**src/rtl/uart_rx_byte.sv**
```systemverilog
// 8N1 UART receiver: 2-flop synchronizer, mid-bit sampling FSM, one-cycle strobes per frame.
// Optional parity bit between data and stop bits when UART_RX_PARITY_EN is defined.
module uart_rx_byte #(
  parameter int CLK_FREQ   = 50_000_000,
  parameter int BAUD_RATE  = 115200,
  parameter int PARITY_ODD = 0
) (
  input  logic       clk,
  input  logic       rst,
  input  logic       rx,
  output logic [7:0] data_out,
  output logic       data_valid,
  output logic       frame_err,
  output logic       parity_err,
  output logic       busy
);

  localparam int CLKS_PER_BIT = CLK_FREQ / BAUD_RATE;
  localparam int CW = $clog2(CLKS_PER_BIT);
  localparam logic [CW-1:0] HALF_M1 = CW'(CLKS_PER_BIT / 2 - 1);
  localparam logic [CW-1:0] FULL_M1 = CW'(CLKS_PER_BIT - 1);

  if (CLKS_PER_BIT < 4) begin : g_cpb_check
    $error("uart_rx_byte: CLKS_PER_BIT (%0d) must be >= 4", CLKS_PER_BIT);
  end
  if (PARITY_ODD < 0 || PARITY_ODD > 1) begin : g_parity_check
    $error("uart_rx_byte: PARITY_ODD must be 0 or 1");
  end

  typedef enum logic [2:0] {
    IDLE      = 3'd0,
    START     = 3'd1,
    DATA      = 3'd2,
    PARITY    = 3'd3,
    STOP      = 3'd4,
    WAIT_IDLE = 3'd5
  } state_t;

  state_t state;
  state_t state_next;

  logic          rx_meta;
  logic          rx_s;
  logic [CW-1:0] cnt;
  logic [2:0]    bit_idx;
  logic [7:0]    shreg;

  logic shift_en;
  logic stop_ok;
  logic stop_bad;
  logic bit_end;

  always_ff @(posedge clk) begin
    if (rst) begin
      rx_meta <= 1'b1;
      rx_s    <= 1'b1;
    end else begin
      rx_meta <= rx;
      rx_s    <= rx_meta;
    end
  end

  always_ff @(posedge clk) begin
    if (rst) state <= IDLE;
    else     state <= state_next;
  end

  always_comb begin
    state_next = state;
    case (state)
      IDLE:      if (!rx_s) state_next = START;
      START:     if (cnt == HALF_M1) state_next = rx_s ? IDLE : DATA;
      DATA: begin
        if (cnt == FULL_M1 && bit_idx == 3'd7) begin
`ifdef UART_RX_PARITY_EN
          state_next = PARITY;
`else
          state_next = STOP;
`endif
        end
      end
`ifdef UART_RX_PARITY_EN
      PARITY:    if (cnt == FULL_M1) state_next = STOP;
`endif
      // Leave STOP at mid stop bit so a start bit right after it is not missed.
      STOP:      if (cnt == FULL_M1) state_next = rx_s ? IDLE : WAIT_IDLE;
      WAIT_IDLE: if (rx_s) state_next = IDLE;
      default:   state_next = IDLE;
    endcase
  end

  always_comb begin
    busy     = (state != IDLE);
    bit_end  = (cnt == FULL_M1);
    shift_en = (state == DATA) && bit_end;
    stop_ok  = (state == STOP) && bit_end && rx_s;
    stop_bad = (state == STOP) && bit_end && !rx_s;
  end

  always_ff @(posedge clk) begin
    if (rst || state == IDLE || state_next != state || shift_en) cnt <= '0;
    else                                                         cnt <= cnt + 1'b1;
  end

`ifdef UART_RX_PARITY_EN
  localparam logic PAR_ODD = (PARITY_ODD != 0);
  logic par_bad;
  logic parity_err_q;

  always_ff @(posedge clk) begin
    if (rst || state == START) par_bad <= 1'b0;
    else if (state == PARITY && bit_end) par_bad <= (rx_s != ((^shreg) ^ PAR_ODD));
  end

  always_ff @(posedge clk) begin
    if (rst) parity_err_q <= 1'b0;
    else     parity_err_q <= stop_ok && par_bad;
  end
  assign parity_err = parity_err_q;
`else
  logic par_bad;
  assign par_bad    = 1'b0;
  assign parity_err = 1'b0;
`endif

  always_ff @(posedge clk) begin
    if (rst) begin
      bit_idx    <= '0;
      shreg      <= '0;
      data_out   <= '0;
      data_valid <= 1'b0;
      frame_err  <= 1'b0;
    end else begin
      data_valid <= 1'b0;
      frame_err  <= stop_bad;
      if (state == START) bit_idx <= '0;
      if (shift_en) begin
        shreg[bit_idx] <= rx_s;
        bit_idx        <= bit_idx + 1'b1;
      end
      if (stop_ok && !par_bad) begin
        data_out   <= shreg;
        data_valid <= 1'b1;
      end
    end
  end

endmodule

```
**config.mk**
```make
export PLATFORM = sky130hd
export DESIGN_NAME = uart_rx_byte
export DESIGN_NICKNAME = d
export VERILOG_FILES = /design/src/rtl/uart_rx_byte.sv
export SDC_FILE = /design/constraint.sdc
export NUM_CORES = 1
export LEC_CHECK = 0
export ABC_AREA = 0
export CORE_AREA = 2 2 60 62
export DETAILED_ROUTE_END_ITERATION = 10
export DIE_AREA = 0 0 62 64
export GPL_ROUTABILITY_DRIVEN = 0
export PLACE_DENSITY = 0.72
export SLEW_MARGIN = 10
export SYNTH_ARGS = -nofsm -noshare
export SYNTH_HDL_FRONTEND = slang
export SYNTH_SLANG_ARGS = --single-unit
export TNS_END_PERCENT = 10
```
**constraint.sdc**
```tcl
create_clock -name clk -period 3.54 [get_ports clk]
set_clock_uncertainty 0.2 [all_clocks]
set_input_delay 0.531 -clock clk [delete_from_list [all_inputs] [get_ports clk]]
set_output_delay 0.531 -clock clk [all_outputs]
set_load 0.05 [all_outputs]
```
==> results_dict.tcl, run 1 <==
set metrics [dict create \
    grt.overflow.total 0 \
    slew_headroom_pct 56.7 \
    synth.mux.area_fraction_pct 5.96 \
    rsz0062_at_grt "false" \
    diodes 0 \
    postCtsHoldBufs 0 \
    die_h_um 64 \
    clkSinkCount 35 \
    synth_area_mm2 0.00168 \
    cts_resized 0 \
    layout.nets 201 \
    slew_viol_final 0 \
    wl_per_cell_um 13.0 \
    groute.usage.overall_pct 17.6 \
    initial_utilization_pct 51.1 \
    synthAdderAreaFrac_pct 3.73 \
    path_depth 2 \
    path_max_fanout 16 \
    regToRegSetupSlack_ns 1.31 \
    crit_chain "or3_1 -> clkdlybuf4s50_1" \
    crit_path_end "busy" \
    avgSynthCellArea_um2 9.03 \
    die-area_mm2 0.00397 \
    clock_path_buffers 2 \
    setup_violations 0 \
    critPathArrivalTime_ns 1.90 \
    worstRegToRegCells 5 \
    netlist_instances 186 \
    period_share_pct 74.4 \
    htree_levels 2 \
    status "completed" \
    dr.pass1.iters 4 \
    period_needed_ns 2.63 \
    syn_to_final_growth_pct 9.69 \
    worstPathRequired_ns 2.81 \
    netlist.top_cell.by_area "dfxtp_1" \
    grt_pass1_wl_um 5350 \
    crit_path_start_kind "register" \
    synth_area_leaders "dfxtp_1 (42%), nor2_1 (6.0%), mux2i_1 (6.0%), ha_1 (3.7%), nand3_1 (3.3%)" \
    root_buffer "clkbuf_4" \
    postCtsSetupBuffers 0 \
    totalWireLength_um 3120 \
    design_area_mm2 0.00184 \
    cts_tree "built" \
    async_flop_share_pct 0 \
    p_leak_nw 0.731 \
    tns_ns 0 \
    core_mm2 0.00328 \
    seq_area_frac_synth_pct 41.7 \
    num_vias 1329 \
    synth_compound_area_share_pct 9.69 \
    ys_warn_count 0 \
    rows 21 \
    grt_pass1_vias 1268 \
    vias_per_cell 5.54 \
    ant_nets 0 \
    antenna_found_initial 0 \
    numCtsBuffers 5 \
    cap_violations 0 \
    finalHoldViolations 0 \
    crit_path_end_kind "primary output" \
    dp_hpwl_um 2260 \
    hold_path_class "reg2reg" \
    clock_latency_ns 0.33 \
    clkTransAtPathRegs_ns 0.10 \
    path_delay_family "buffers and inverters" \
    synth-main-ff-cell "dfxtp_1" \
    synth_edf_count 0 \
    power_density_mw_per_mm2 337 \
    final.fill_count 304 \
    yosysMostFrequentCell "dfxtp_1" \
    yosys-top-cells-count "dfxtp_1 (35), nor2_1 (27), nand3_1 (11)" \
    synth.top_cell.area_share_pct 41.7 \
    path_buf_inv 1 \
    synth_xor_area_share_pct 4.17 \
    drive_above_1_share_pct 7.22 \
    drc 0 \
    ir_drop_uv 155 \
    cp_slowest_cell "clkdlybuf4s50_1" \
    worst_slew_pin_slew_ns 0.647 \
    synth_seq_cells 35 \
    syn_nets 194 \
    synth_top_family_by_area "simple AND/OR/NAND/NOR gates" \
    grt_max_degree 28 \
    fmax_mhz 380 \
    crit_start "state[1]" \
    synth.distinct_cells 41 \
    r2r_start "cnt[0]" \
    place_area_mm2 0.00179 \
    ios 15 \
    synth_simple_gate_area_share_pct 28.7 \
    drtIter0Drc 59 \
    die_x_um 62 \
    io_buffers 13 \
    path_class "reg2out" \
    crit_path_max_incr_delay_ns 0.79 \
    r2r-end "cnt[2]" \
]
[per-stage QoR]
stage / utilization (%) / total power, mW / setup WS (ns) / hold slack, ns / cells
after floorplan: - / 0.425 / 1.64 / 0.189 / 186
after global placement: 54.6 / 0.430 / 1.31 / 0.196 / 232
after detailed placement: 54.6 / 0.431 / 1.26 / 0.197 / 232
after CTS: 56.1 / 0.625 / 0.903 / 0.224 / 240
after global routing: 56.1 / 0.651 / 0.818 / 0.262 / 240
final: 56.1 / 0.621 / 0.908 / 0.222 / 240
[flip-flops by register name, indices dropped and copies added (netlist names)]
register	count
state	3
shreg	8
cnt	9
rx_s	1
frame_err	1
data_valid	1
rx_meta	1
bit_idx	3
data_out	8
[metal layers]
metal	share of wire [%]	global-route usage [%]	wire length (µm)	vias to the layer above
met3	3.4	5.06	105	6
met5	0	0	0	-
met2	50	29.0	1570	27
met1	45	20.9	1410	630
li1	-	-	-	666
met4	1.2	6.65	37	0
[cells by family (layout without fill, tap and decap cells)]
| group | count (synthesis) | count (layout) |
|---|---|---|
| other | 1 | 1 |
| AO/OA/AOI/OAI | 26 | 26 |
| multiplexers | 10 | 10 |
| buffers and inverters | 18 | 26 |
| flip-flops | 35 | 35 |
| adder cells (fa/ha/maj) | 5 | 5 |
| XOR/XNOR | 8 | 8 |
| AND/OR/NAND/NOR | 83 | 83 |
[area by class of cell]
type	count	area (µm²)	share of cell area, %
multi-input cells	133	881	47.8
inverters	4	15.0	0.815
flip-flops and latches	35	701	38.0
clock buffers	7	45.0	2.45
repair buffers	14	138	7.47
clock inverters	1	5.00	0.272
well taps	46	57.6	3.12
[cell usage in the layout, fill, tap and decap left out, drive strengths merged, types with 2 or more instances in the layout]
cell | synthesis | routed
and3 | 2 | 2
nor3b | 3 | 3
nand2 | 10 | 10
xnor2 | 5 | 5
mux2i | 10 | 10
clkdlybuf4s50 | 0 | 13
o221ai | 2 | 2
xor2 | 3 | 3
dfxtp | 35 | 35
or2 | 3 | 3
nor4b | 4 | 4
nor2 | 27 | 27
a21o | 2 | 2
o21ai | 4 | 4
a31oi | 2 | 2
nand2b | 2 | 2
or4 | 2 | 2
and2 | 2 | 2
clkbuf | 9 | 7
nand4 | 5 | 5
o31ai | 3 | 3
or3 | 5 | 5
a21oi | 10 | 10
ha | 5 | 5
nand3 | 11 | 11
inv | 4 | 4
[where the power goes]
group	switching (mW)	total [mW]	leakage, nW	internal (mW)
Sequential	0.00377	0.399	0.282	0.396
Combinational	0.0148	0.0225	0.419	0.00773
Clock	0.122	0.199	0.0293	0.0774
[how the worst min path moves through the flow]
stage | cells after the start | from | endpoint | slack (ns)
after floorplan | 1 | rx_meta | rx_s | 0.19
after global placement | 1 | rx_meta | rx_s | 0.20
after detailed placement | 1 | rx_meta | rx_s | 0.20
after CTS | 1 | rx_meta | rx_s | 0.22
after global routing | 1 | rx_meta | rx_s | 0.26
final | 1 | rx_meta | rx_s | 0.22
No activity file was read; power rests on OpenSTA's default activity.
==> run 2, diff against run 1 <==
--- a/config.mk
+++ b/config.mk
@@ -6,9 +6,9 @@
 export NUM_CORES = 1
 export LEC_CHECK = 0
 export ABC_AREA = 0
-export CORE_AREA = 2 2 60 62
+export CORE_AREA = 2 2 61 63
 export DETAILED_ROUTE_END_ITERATION = 10
-export DIE_AREA = 0 0 62 64
+export DIE_AREA = 0 0 63 65
 export GPL_ROUTABILITY_DRIVEN = 0
 export PLACE_DENSITY = 0.72
 export SLEW_MARGIN = 10
==> constraint.sdc (replaced) <==
create_clock -name clk -period 2.3 [get_ports clk]
set_clock_uncertainty 0.2 [all_clocks]
set_input_delay 0.345 -clock clk [delete_from_list [all_inputs] [get_ports clk]]
set_output_delay 0.345 -clock clk [all_outputs]
set_load 0.05 [all_outputs]
==> run 2 against run 1 <==
- die area up 3.2%
- register-to-register slack worse by 1.1 ns
- combinational power up 74%
- highest routed layer unchanged
- sequential share of layout area decreased by 1.0 points
- via count up 0.90%
- clock-buffer cell count decreased by 1
- worst setup slack worse by 0.77 ns
- clock power up 64%
- sequential power rose by 53%
==> results_dict.tcl, run 2 (synthesized netlist as in run 1, its figures left out) <==
set metrics [dict create \
    p_leak_nw 0.742 \
    die_x_um 63 \
    clkSinkCount 35 \
    wl_per_cell_um 13.3 \
    drc 0 \
    path_class "reg2out" \
    grt.overflow.total 0 \
    fmax_mhz 462 \
    rsz0062_at_grt "false" \
    worstPathRequired_ns 1.75 \
    antenna_found_initial 0 \
    numCtsBuffers 5 \
    root_buffer "clkbuf_4" \
    diodes 0 \
    dp_hpwl_um 2380 \
    dr.pass1.iters 4 \
    path_max_fanout 13 \
    drtIter0Drc 52 \
    io_buffers 13 \
    grt_pass1_wl_um 5720 \
    crit_path_end_kind "primary output" \
    max_flop_register "cnt" \
    largest_reg_flops 9 \
    drive_above_1_share_pct 10.1 \
    crit_path_start_kind "register" \
    clock_path_buffers 2 \
    layout.nets 206 \
    initial_utilization_pct 48.0 \
    reg.largest.list "cnt (9), data_out (8), shreg (8)" \
    period_share_pct 94.1 \
    worst_slew_pin_slew_ns 0.559 \
    syn_to_final_growth_pct 12.7 \
    setup_violations 0 \
    grt_pass1_vias 1275 \
    rows 22 \
    ant_nets 0 \
    layout_commonest_cell "dfxtp_1" \
    grt_max_degree 26 \
    die_h_um 65 \
    slew_viol_final 0 \
    htree_levels 2 \
    clkTransAtPathRegs_ns 0.11 \
    final_cell_mix "dfxtp_1 (35), nor2_1 (27), clkdlybuf4s50_1 (12)" \
    slew_headroom_pct 62.6 \
    status "completed" \
    tns_ns 0 \
    place_inst 239 \
    cts_tree "built" \
    ir_drop_uv 250 \
    stdcell_count 247 \
    core_mm2 0.00350 \
    totalWireLength_um 3290 \
    groute.usage.overall_pct 17.7 \
    critPathArrivalTime_ns 1.62 \
    cap_violations 0 \
    period_needed_ns 2.17 \
    power_density_mw_per_mm2 517 \
    clock_latency_ns 0.34 \
    vias_per_cell 5.43 \
    finalHoldViolations 0 \
    die-area_mm2 0.00410 \
    num_vias 1341 \
    hold_path_class "reg2reg" \
    ios 15 \
]
run 2: worst paths after layout:
path                               start       end  slack, ns  cells after the start
worst min-delay path             rx_meta      rx_s       0.23                      1
worst max register to register    cnt[0]  shreg[7]       0.18                      6
worst min register to register   rx_meta      rx_s       0.23                      1
worst max-delay path            state[2]      busy       0.13                      2
run 2: metrics by stage:
stage	total power, mW	utilization, %	worst slack [ns]	area [µm²]	hold slack, ns
4_1_cts	0.982	53.9	0.141	1880	0.234
2_1_floorplan	0.654	-	0.401	1680	0.189
3_5_place_dp	0.666	52.4	0.177	1830	0.203
3_3_place_gp	0.664	52.4	0.258	1830	0.195
5_1_grt	1.02	54.2	0.0544	1890	0.243
6_report	0.978	54.2	0.135	1890	0.230
run 2: cell type report:
| class | count | area, µm² |
|---|---|---|
| fillers | 334 | 1600 |
| multi-input cells | 133 | 890 |
| flip-flops and latches | 35 | 701 |
| repair buffers | 19 | 174 |
| well taps | 48 | 60.1 |
| clock buffers | 6 | 41.3 |
| inverters | 4 | 15.0 |
| clock inverters | 2 | 12.5 |
run 2: worst max-delay path: stages (launching register included):
cell           delay [ns]
dfxtp_1              0.44
or3_1                0.41
dlygate4sd2_1        0.43
run 2: layer usage:
metal  up-vias  part of all wire (%)  global-route usage (%)
met5         -                     0                       0
met4         0                   1.8                    6.94
met3         7                   3.0                    4.17
met2        21                    54                    32.8
met1       635                    41                    19.3
li1        678                     -                       -
run 2: repair_timing:
item | in CTS | in global routing
endpoints found under the setup margin | 1 | 3
hold buffers | 0 | 0
cloned | 0 | 0
gates resized for setup | 1 | 1
buffers inserted | 0 | 0
run 2: report_power, final:
group	switching [mW]	internal, mW	leakage, nW	total, mW
sequential	0.00348	0.609	0.282	0.612
combinational	0.0261	0.0131	0.432	0.0391
clock	0.209	0.118	0.0282	0.327
==> run 3, diff against run 2 <==
--- a/config.mk
+++ b/config.mk
@@ -6,11 +6,12 @@
 export NUM_CORES = 1
 export LEC_CHECK = 0
 export ABC_AREA = 0
-export CORE_AREA = 2 2 61 63
+export CORE_AREA = 2 2 60 62
+export CTS_BUF_LIST = sky130_fd_sc_hd__clkbuf_8
 export DETAILED_ROUTE_END_ITERATION = 10
-export DIE_AREA = 0 0 63 65
+export DIE_AREA = 0 0 62 64
 export GPL_ROUTABILITY_DRIVEN = 0
-export PLACE_DENSITY = 0.72
+export PLACE_DENSITY = 0.74
 export SLEW_MARGIN = 10
 export SYNTH_ARGS = -nofsm -noshare
 export SYNTH_HDL_FRONTEND = slang
==> run 3 against run 2 <==
- flip-flop and latch count unchanged
- first-iteration DRC count unchanged
- total power grew 9.0%
- worst hold slack got worse by 0.019 ns
- critical path type is now reg2reg
==> results_dict.tcl, run 3 (synthesized netlist as in run 1, its figures left out) <==
set metrics [dict create \
    status "completed" \
    grt_pass1_vias 1332 \
    power_density_mw_per_mm2 562 \
    worstRegToRegCells 5 \
    syn_to_final_growth_pct 13.0 \
    cap_violations 0 \
    hold_ws_ns 0.211 \
    rsz0062_at_grt "false" \
    root_buffer "clkbuf_8" \
    crit_chain "ha_1 -> nand4b_4 -> or2_1 -> or4_1 -> a21oi_1" \
    period_share_pct 93.1 \
    die_x_um 62 \
    worst_slew_pin_slew_ns 0.508 \
    design_area_mm2 0.00190 \
    vias_per_cell 5.51 \
    largest_reg_flops 9 \
    drive_above_1_share_pct 9.64 \
    postCtsSetupBuffers 0 \
    postCtsHoldBufs 0 \
    path_class "reg2reg" \
    r2r_start "cnt[0]" \
    cp_slowest_cell "or4_1" \
    place_area_mm2 0.00181 \
    reg.largest.list "cnt (9), data_out (8), shreg (8)" \
    p_leak_nw 0.764 \
    period_needed_ns 2.14 \
    die_h_um 64 \
    finalHoldViolations 0 \
    dp_hpwl_um 2300 \
    num_vias 1338 \
    slew_headroom_pct 66.1 \
    crit_path_start_kind "register" \
    htree_levels 2 \
    final_cell_mix "dfxtp_1 (35), nor2_1 (27), clkdlybuf4s50_1 (12)" \
    min-delay-start "rx_meta" \
    layout_commonest_cell "dfxtp_1" \
    hold_path_end "rx_s" \
    crit_path_end_kind "register" \
    path_max_fanout 18 \
    grt.overflow.total 0 \
    dr.pass1.iters 4 \
    max_flop_register "cnt" \
    setup_violations 0 \
    antenna_found_initial 0 \
    slew_viol_final 0 \
    clock_path_buffers 2 \
    initial_utilization_pct 51.1 \
    diodes 0 \
    worst_slack_ns 0.159 \
    critPathArrivalTime_ns 2.16 \
    rows 21 \
    crit_start "cnt[0]" \
    place_ws_ns 0.188 \
    wl_per_cell_um 13.5 \
    clock_latency_ns 0.28 \
    fin_util_pct 57.8 \
    drtIter0Drc 52 \
    ir_drop_uv 220 \
    clkTransAtPathRegs_ns 0.07 \
    worstPathRequired_ns 2.32 \
    hold_path_class "reg2reg" \
    regToRegSetupSlack_ns 0.16 \
    ios 15 \
    numCtsBuffers 5 \
    core_mm2 0.00328 \
    cts_resized 0 \
    groute.usage.overall_pct 20.1 \
    layout.nets 204 \
    tns_ns 0 \
    drc 0 \
    grt_max_degree 26 \
    clkSinkCount 35 \
    whs_path_depth 1 \
    crit_path_max_incr_delay_ns 0.54 \
    r2r-end "shreg[3]" \
    die-area_mm2 0.00397 \
    cts_tree "built" \
    ant_nets 0 \
    fmax_mhz 467 \
    grt_pass1_wl_um 5890 \
    totalWireLength_um 3280 \
    io_buffers 13 \
]
-- run 3: cell type report --
| type | instances | area, µm² |
|---|---|---|
| fill | 308 | 1390 |
| multi-input combinational | 133 | 881 |
| sequential | 35 | 701 |
| timing repair buffer | 17 | 158 |
| clock buffer | 5 | 68.8 |
| tap | 46 | 57.6 |
| clock inverter | 3 | 16.3 |
| inverter | 4 | 15.0 |
-- run 3: worst max path at each step --
| stage | endpoint | slack (ns) | cells past startpoint |
|---|---|---|---|
| detailed placement | shreg[1] | 0.19 | 5 |
| global placement | shreg[1] | 0.26 | 5 |
| finish | shreg[3] | 0.16 | 5 |
| floorplan | shreg[1] | 0.40 | 6 |
| CTS | shreg[1] | 0.16 | 5 |
| global route | shreg[1] | 0.03 | 5 |
-- run 3: through the flow --
stage | instances | power (mW)
after global routing | 243 | 1.11
after CTS | 243 | 1.08
after global placement | 235 | 0.662
after floorplan | 186 | 0.654
final | 243 | 1.07
after detailed placement | 235 | 0.664
-- run 3: critical path, delay by kind of cell (launching register included) --
kind,cells,cell delay (ns)
compound gates,1,0.16
simple gates,3,1.08
fa+ha+maj,1,0.23
flops,1,0.41
-- run 3: where the power goes --
group	internal (mW)	switching [mW]
clock network	0.207	0.210
logic	0.0122	0.0228
registers	0.609	0.00610
total	0.828	0.239
-- run 3: layer usage --
metal | track usage [%] | part of all wire [%] | up-vias
met2 | 33.3 | 50 | 28
met5 | 0 | 0 | -
met4 | 7.71 | 1.2 | 0
met1 | 23.0 | 44 | 639
li1 | - | - | 667
met3 | 6.68 | 4.3 | 4
